`src/rtl/systolic_pkg.sv`:
```
// Shared types and helpers for the systolic array input feeder.
package systolic_pkg;

    typedef enum logic {FILL = 1'b0, SEND = 1'b1} feeder_state_e;

    // Counter width that stays at least one bit for depth-1 counters.
    function automatic int cw(input int n);
        return (n > 1) ? $clog2(n) : 1;
    endfunction

    localparam int N_DEF = 4;
    localparam int K_DEF = 4;
    localparam int CNT_W = cw(K_DEF);
    localparam int T_W   = cw(K_DEF + N_DEF - 1);

    // Lane `lane` carries beat k = t - lane; true when that beat exists.
    function automatic logic lane_ok(input int t, input int lane, input int kdepth);
        return (t >= lane) && (t - lane < kdepth);
    endfunction

endpackage

```
`src/rtl/feeder_tile_buf.sv`:
```
// K-entry x N-lane operand store: one beat-wide write port, one read port per lane.
module feeder_tile_buf #(
    parameter int K  = 4,
    parameter int N  = 4,
    parameter int DW = 16,
    parameter int CW = 2
) (
    input  logic                   clk,
    input  logic                   we,
    input  logic [CW-1:0]          waddr,
    input  logic [N-1:0][DW-1:0]   wdata,
    input  logic [N-1:0][CW-1:0]   rk,
    output logic [N-1:0][DW-1:0]   rdata
);

    logic [K-1:0][N-1:0][DW-1:0] mem;

    always_ff @(posedge clk) begin
        if (we) mem[waddr] <= wdata;
    end

    for (genvar i = 0; i < N; i++) begin : g_rd
        assign rdata[i] = mem[rk[i]][i];
    end

endmodule

```
`src/rtl/systolic_feeder.sv`:
```
// Buffers a K-beat operand tile, then bursts it diagonally skewed onto the
// systolic array's A (row) and B (column) edges with per-lane valid.
module systolic_feeder
    import systolic_pkg::*;
#(
    parameter int N  = 4,
    parameter int K  = 4,
    parameter int DW = 16
) (
    input  logic            clk,
    input  logic            rst_n,
    input  logic            in_valid,
    output logic            in_ready,
    input  logic [N*DW-1:0] in_a,
    input  logic [N*DW-1:0] in_b,
    output logic [N*DW-1:0] a_out,
    output logic [N-1:0]    a_valid,
    output logic [N*DW-1:0] b_out,
    output logic [N-1:0]    b_valid,
    output logic            busy,
    output logic            tile_done
);

    localparam int CW     = cw(K);
    localparam int TW     = cw(K + N - 1);
    localparam int T_LAST = K + N - 2;

    feeder_state_e state, state_nxt;
    logic [CW-1:0] cnt, cnt_nxt;
    logic [TW-1:0] t, t_nxt;
    logic          fire;

    logic [N-1:0][DW-1:0] a_lanes, b_lanes, a_rd, b_rd, a_q, b_q;
    logic [N-1:0][CW-1:0] rk;
    logic [N-1:0]         lv, av_q, bv_q;
    logic                 busy_q, done_q;

    assign in_ready = (state == FILL);
    assign fire     = in_valid & in_ready;
    assign a_lanes  = in_a;
    assign b_lanes  = in_b;

    always_ff @(posedge clk or negedge rst_n) begin
        if (!rst_n) begin
            state <= FILL;
            cnt   <= '0;
            t     <= '0;
        end else begin
            state <= state_nxt;
            cnt   <= cnt_nxt;
            t     <= t_nxt;
        end
    end

    always_comb begin
        state_nxt = state;
        cnt_nxt   = cnt;
        t_nxt     = t;
        case (state)
            FILL: if (fire) begin
                if (cnt == CW'(K - 1)) begin
                    state_nxt = SEND;
                    cnt_nxt   = '0;
                    t_nxt     = '0;
                end else begin
                    cnt_nxt = cnt + 1'b1;
                end
            end
            SEND: if (t == TW'(T_LAST)) begin
                state_nxt = FILL;
                t_nxt     = '0;
            end else begin
                t_nxt = t + 1'b1;
            end
            default: state_nxt = FILL;
        endcase
    end

    // Lane i is delayed by i cycles, so it reads beat t-i this cycle.
    for (genvar i = 0; i < N; i++) begin : g_lane
        assign lv[i] = lane_ok(int'(t), i, K);
        assign rk[i] = CW'(t - TW'(i));
    end

    feeder_tile_buf #(.K(K), .N(N), .DW(DW), .CW(CW)) u_abuf (
        .clk(clk), .we(fire), .waddr(cnt), .wdata(a_lanes), .rk(rk), .rdata(a_rd)
    );

    feeder_tile_buf #(.K(K), .N(N), .DW(DW), .CW(CW)) u_bbuf (
        .clk(clk), .we(fire), .waddr(cnt), .wdata(b_lanes), .rk(rk), .rdata(b_rd)
    );

    // Output registers are zero throughout FILL: that gap restarts PE accumulators.
    always_ff @(posedge clk or negedge rst_n) begin
        if (!rst_n) begin
            a_q    <= '0;
            b_q    <= '0;
            av_q   <= '0;
            bv_q   <= '0;
            busy_q <= 1'b0;
            done_q <= 1'b0;
        end else begin
            busy_q <= (state == SEND);
            done_q <= busy_q & (state == FILL);
            for (int i = 0; i < N; i++) begin
                if ((state == SEND) && lv[i]) begin
                    a_q[i]  <= a_rd[i];
                    b_q[i]  <= b_rd[i];
                    av_q[i] <= 1'b1;
                    bv_q[i] <= 1'b1;
                end else begin
                    a_q[i]  <= '0;
                    b_q[i]  <= '0;
                    av_q[i] <= 1'b0;
                    bv_q[i] <= 1'b0;
                end
            end
        end
    end

    assign a_out     = a_q;
    assign b_out     = b_q;
    assign a_valid   = av_q;
    assign b_valid   = bv_q;
    assign busy      = busy_q;
    assign tile_done = done_q;

endmodule

```
`config.mk`:
```
export PLATFORM = sky130hd
export DESIGN_NAME = systolic_feeder
export DESIGN_NICKNAME = d
export VERILOG_FILES = /design/src/rtl/systolic_pkg.sv /design/src/rtl/feeder_tile_buf.sv /design/src/rtl/systolic_feeder.sv
export SDC_FILE = /design/constraint.sdc
export NUM_CORES = 1
export LEC_CHECK = 0
export CAP_MARGIN = 20
export CORE_ASPECT_RATIO = 0.8
export CORE_MARGIN = 3
export CORE_UTILIZATION = 50
export DETAILED_ROUTE_END_ITERATION = 8
export PLACE_DENSITY = 0.8
export SYNTH_ARGS = -nofsm -noshare
export SYNTH_HDL_FRONTEND = slang
export SYNTH_HIERARCHICAL = 1
export SYNTH_SLANG_ARGS = --single-unit
```
`constraint.sdc`:
```
create_clock -name clk -period 6.1 [get_ports clk]
set_clock_uncertainty 0.1 [all_clocks]
set_input_delay 1.22 -clock clk [delete_from_list [all_inputs] [get_ports clk]]
set_output_delay 1.22 -clock clk [all_outputs]
set_load 0.02 [all_outputs]
```
# After elaboration in Yosys (flattened, before gate mapping)
# Index checks and enable logic that the tools add are counted.
# totals
ff_bits,652
in_bits,131
output_inout_bits,139
word_cells,125
# op_classes
addsub,8
magnitude_cmp,13
eq_ne,4
n_mux,41
n_bitwise,3
n_reduce_logical,10
# ops
operator,n
$bmux 64 s2,8
$bwmux 256,2
$mux 64,3
$mux 16,10
$demux 64 s2,1
$mux 48,2
$mux 32,2
$lt 2x3->1 const B,5
$lt 4x4->1 const B,3
$mux 3,3
$logic_and 1x1->1,8
$sub 3x2->4 const B,2
$mux 1,7
$ge 3x2->1 const B,2
$pmux 3 s2,1
$ne 2x1->1 const B,2
$reduce_and 2->1,2
$sub 2x2->2 const B,2
$sub 3x1->4 const B,1
$add 3x1->3 const B,1
$eq 3x3->1 const B,1
$ge 3x1->1 const B,1
$lt 3x3->1 const B,1
$add 2x1->2 const B,1
7 further kinds,8

# Logic depth before layout (Yosys ltp)
# logic_depth
word_depth,5
ltp_mapped,7

# Cells and area by module
# Netlist, hierarchy kept.
# by_module_without_submodules
mod,instances,cells_per_inst,area_each_um2,seq_area_each_um2
feeder_tile_buf,2,340,9415.3,7687.4
systolic_feeder,1,335,4778.3,3503.4

# Worst setup path after synthesis
# OpenSTA, ideal clock, no wires.
# synth_timing
path_kind,input port to flip-flop
from,in in_valid
to,reg u_abuf/mem[0] in the netlist's numbering (enable)
setup_time_ps,578
arrival_time_ps,6307
slack_ps,-886
stages,2
cell_sequence,nor2b_1 -> nor3b_1
# synth_between
elab_chain_len,1
# synth_rtl
element,line_no,source
from (decl),systolic_feeder.sv:12,"input logic in_valid,"
$and 1x1->1,systolic_feeder.sv:39,assign fire = in_valid & in_ready;
"to (signal, indexed assignment)",feeder_tile_buf.sv:19,if (we) mem[waddr] <= wdata;
to (decl),feeder_tile_buf.sv:16,logic [K-1:0][N-1:0][DW-1:0] mem;
# No other way between the ends.
# A chain may end at the register's enable or synchronous reset.

==> qor.yml <==
setup_path:
  crit_fanout: 37
  rr_startpoint: "t[1]"
  critPathKind: "flop to flop"
  critPathCaptureType: "flop"
  cp.arrival_ns: 4.35
  cp.required_ns: 6.48
  start_kind: "flop"
  crit_start: "t[1]"
cts:
  clock_tree.root_cell: "clkbuf_16"
  ctsHtreeMaxLevel: 2
  cts_hold_buf: 0
  clkSinkCount: 652
  clock_latency_ns: 0.60
  cts_made_buffers: 59
  cts_setup_buffers: 0
  clk_pin_slew_ns: 0.06
  cts_buffer_depth: 3
  cts_resized: 0
  cts_tree: "yes"
logic_synthesis:
  synth_area_leaders: "edfxtp_1, dfrtp_1, mux4_2"
  netlist.area_leader.share_pct: 65.12
  syn_avg_cell_area_um2: 23.26
  syn_inst: 1015
  synth_seq_cells: 652
  ys_types: 30
  yosys_warnings: 6
  yosysTopAreaCell: "edfxtp_1"
  ys_seq_area_share_pct: 79.96
  synthesis.nets: 1155
  syn-cell-area_um2: 23610
grt:
  grt_max_degree: 65
  grt_overflow_total: 0
  antenna_found_initial: 10
  grt_pass1_wl_um: 71640
  grt_pass1_vias: 11310
  grt.total_usage_pct: 19.11
layout:
  drive_gt1_share_pct: 16.19
  layout.nets: 1443
  multi_input_area_um2: 4319
  layout_common_cells: "edfxtp_1, clkdlybuf4s50_1, dfrtp_1"
  fin_util_pct: 62.44
  syn_to_final_growth_pct: 22.07
  n_fill_cell: 2996
  seqCellArea_um2: 18880
  layout_commonest_cell: "edfxtp_1"
  fin_area_um2: 28820
die:
  core_area_um2: 46160
  io_pins: 270
  die_h_um: 200.4
  initial_utilization_pct: 51.15
  chipWidth_um: 248.9
  rows: 70
  die-area_um2: 49880
min_path:
  hold_path_class: "input pin to asynchronous set/reset pin"
sta:
  drv_slew: 0
  tns_ns: 0
  rsz0062_at_grt: "false"
  worst_hold_slack_ns: 0.4542
  max_freq_ghz: 0.2523
  finalCriticalPeriod_ns: 3.964
  finalHoldViolations: 0
  finalCritPeriodShare_pct: 64.98
  worst_pin_slew_ns: 1.049
  setup_viol: 0
  slew-limit-headroom_pct: 30.07
placement:
  dp_hpwl_um: 27830
  placed_cell_area_um2: 26810
  port_buffers: 269
  routabilityCongestion: 0.7201
detailed_routing:
  via_per_inst: 5.461
  num_vias: 10740
  firstDrtPassIters: 5
  drt.antenna.violating_nets: 0
  post_drt_wl_per_cell_um: 23.88
  drc: 0
  wl_um: 46950
  dr.first_iter.drc_count: 989
power:
  powerDensity_nw_per_um2: 472.2
  cellLeakagePower_uw: 0.01035
  p_total_uw: 13610
  peakVddDrop_mv: 0.2861
job:
  cap_violations: 0
outcome:
  outcome: "finished, final reports clean"
[state kept, by name (all words and copies together) (netlist names)]
name        flops
b_out          64
t               3
cnt             2
busy            1
state           1
u_bbuf/mem    256
u_abuf/mem    256
tile_done       1
b_valid         4
a_out          64
[worst paths after layout]
check                            endpoint  slack, ns  cells after the start
worst min-delay path            b_out[14]       0.45                      1
min in group clk                b_out[16]       0.54                      2
worst min register to register  b_out[16]       0.54                      2
worst max-delay path            b_out[24]       2.14                      6
max in group asynchronous       a_out[39]       4.34                      2
worst max register to register  b_out[24]       2.14                      6
[critical path, stage by stage (launching register included)]
cell     delay, ns
dfrtp_2       0.99
inv_2         0.65
ha_2          1.13
inv_1         0.09
buf_4         0.30
mux4_2        0.34
and2_2        0.18
[stage by stage]
step	cells	setup slack, ns
finish	1966	2.136
floorplan	1015	1.397
global route	1965	1.851
global placement	1853	2.092
detailed placement	1854	2.052
CTS	1965	2.061
[per-layer routing]
metal / vias to the layer above / global-route usage, % / wire, µm
li1: 4677 / - / -
met1: 5568 / 27.58 / 19860
met2: 384 / 29.12 / 22340
met3: 89 / 5.128 / 3566
met4: 18 / 5.604 / 1059
met5: - / 0 / 125
[Yosys cell counts, drive strengths merged]
library cell	count
nor2	2
xor2	1
inv	6
a221oi	1
clkbuf	15
nor2b	3
o21ai	4
and3b	4
mux2i	1
ha	9
a31o	1
nand2b	1
a21bo	1
mux2	2
buf	41
and2b	1
a21oi	2
nor3b	2
nand2	5
nand3	1
dfrtp	140
and2	66
edfxtp	512
and3	66
mux4	128
[cells by family (layout without fill, tap and decap cells)]
kind of cell               after synthesis  in the layout  share of synthesized area [%]
DFF                                    652            652                          79.96
and+or+nand+nor                        151            151                          4.049
muxes                                  131            131                          13.11
buffers and inverters                   62            400                          2.046
adders and majority gates                9              9                         0.4770
AOI/OAI and AO/OA                        9              9                         0.3180
xor gates and xnor gates                 1              1                        0.03710
other                                    0              1                              0
[area by class of cell]
cell class              count  share of cell area (%)
flip-flops and latches    652                   65.53
repair buffers            283                   9.782
clock inverters            27                   1.181
multi-input cells         301                   14.99
clock buffers              84                   5.770
inverters                   6                 0.08683
well taps                 612                   2.657
diodes                      1                0.008683
[power by group]
group	switching (µW)	internal, µW	total [µW]
sequential	391	5640	6030
clock	1540	2230	3780
combinational	1930	1870	3800
total	3860	9740	13600
No activity file was read; power rests on OpenSTA's default activity.
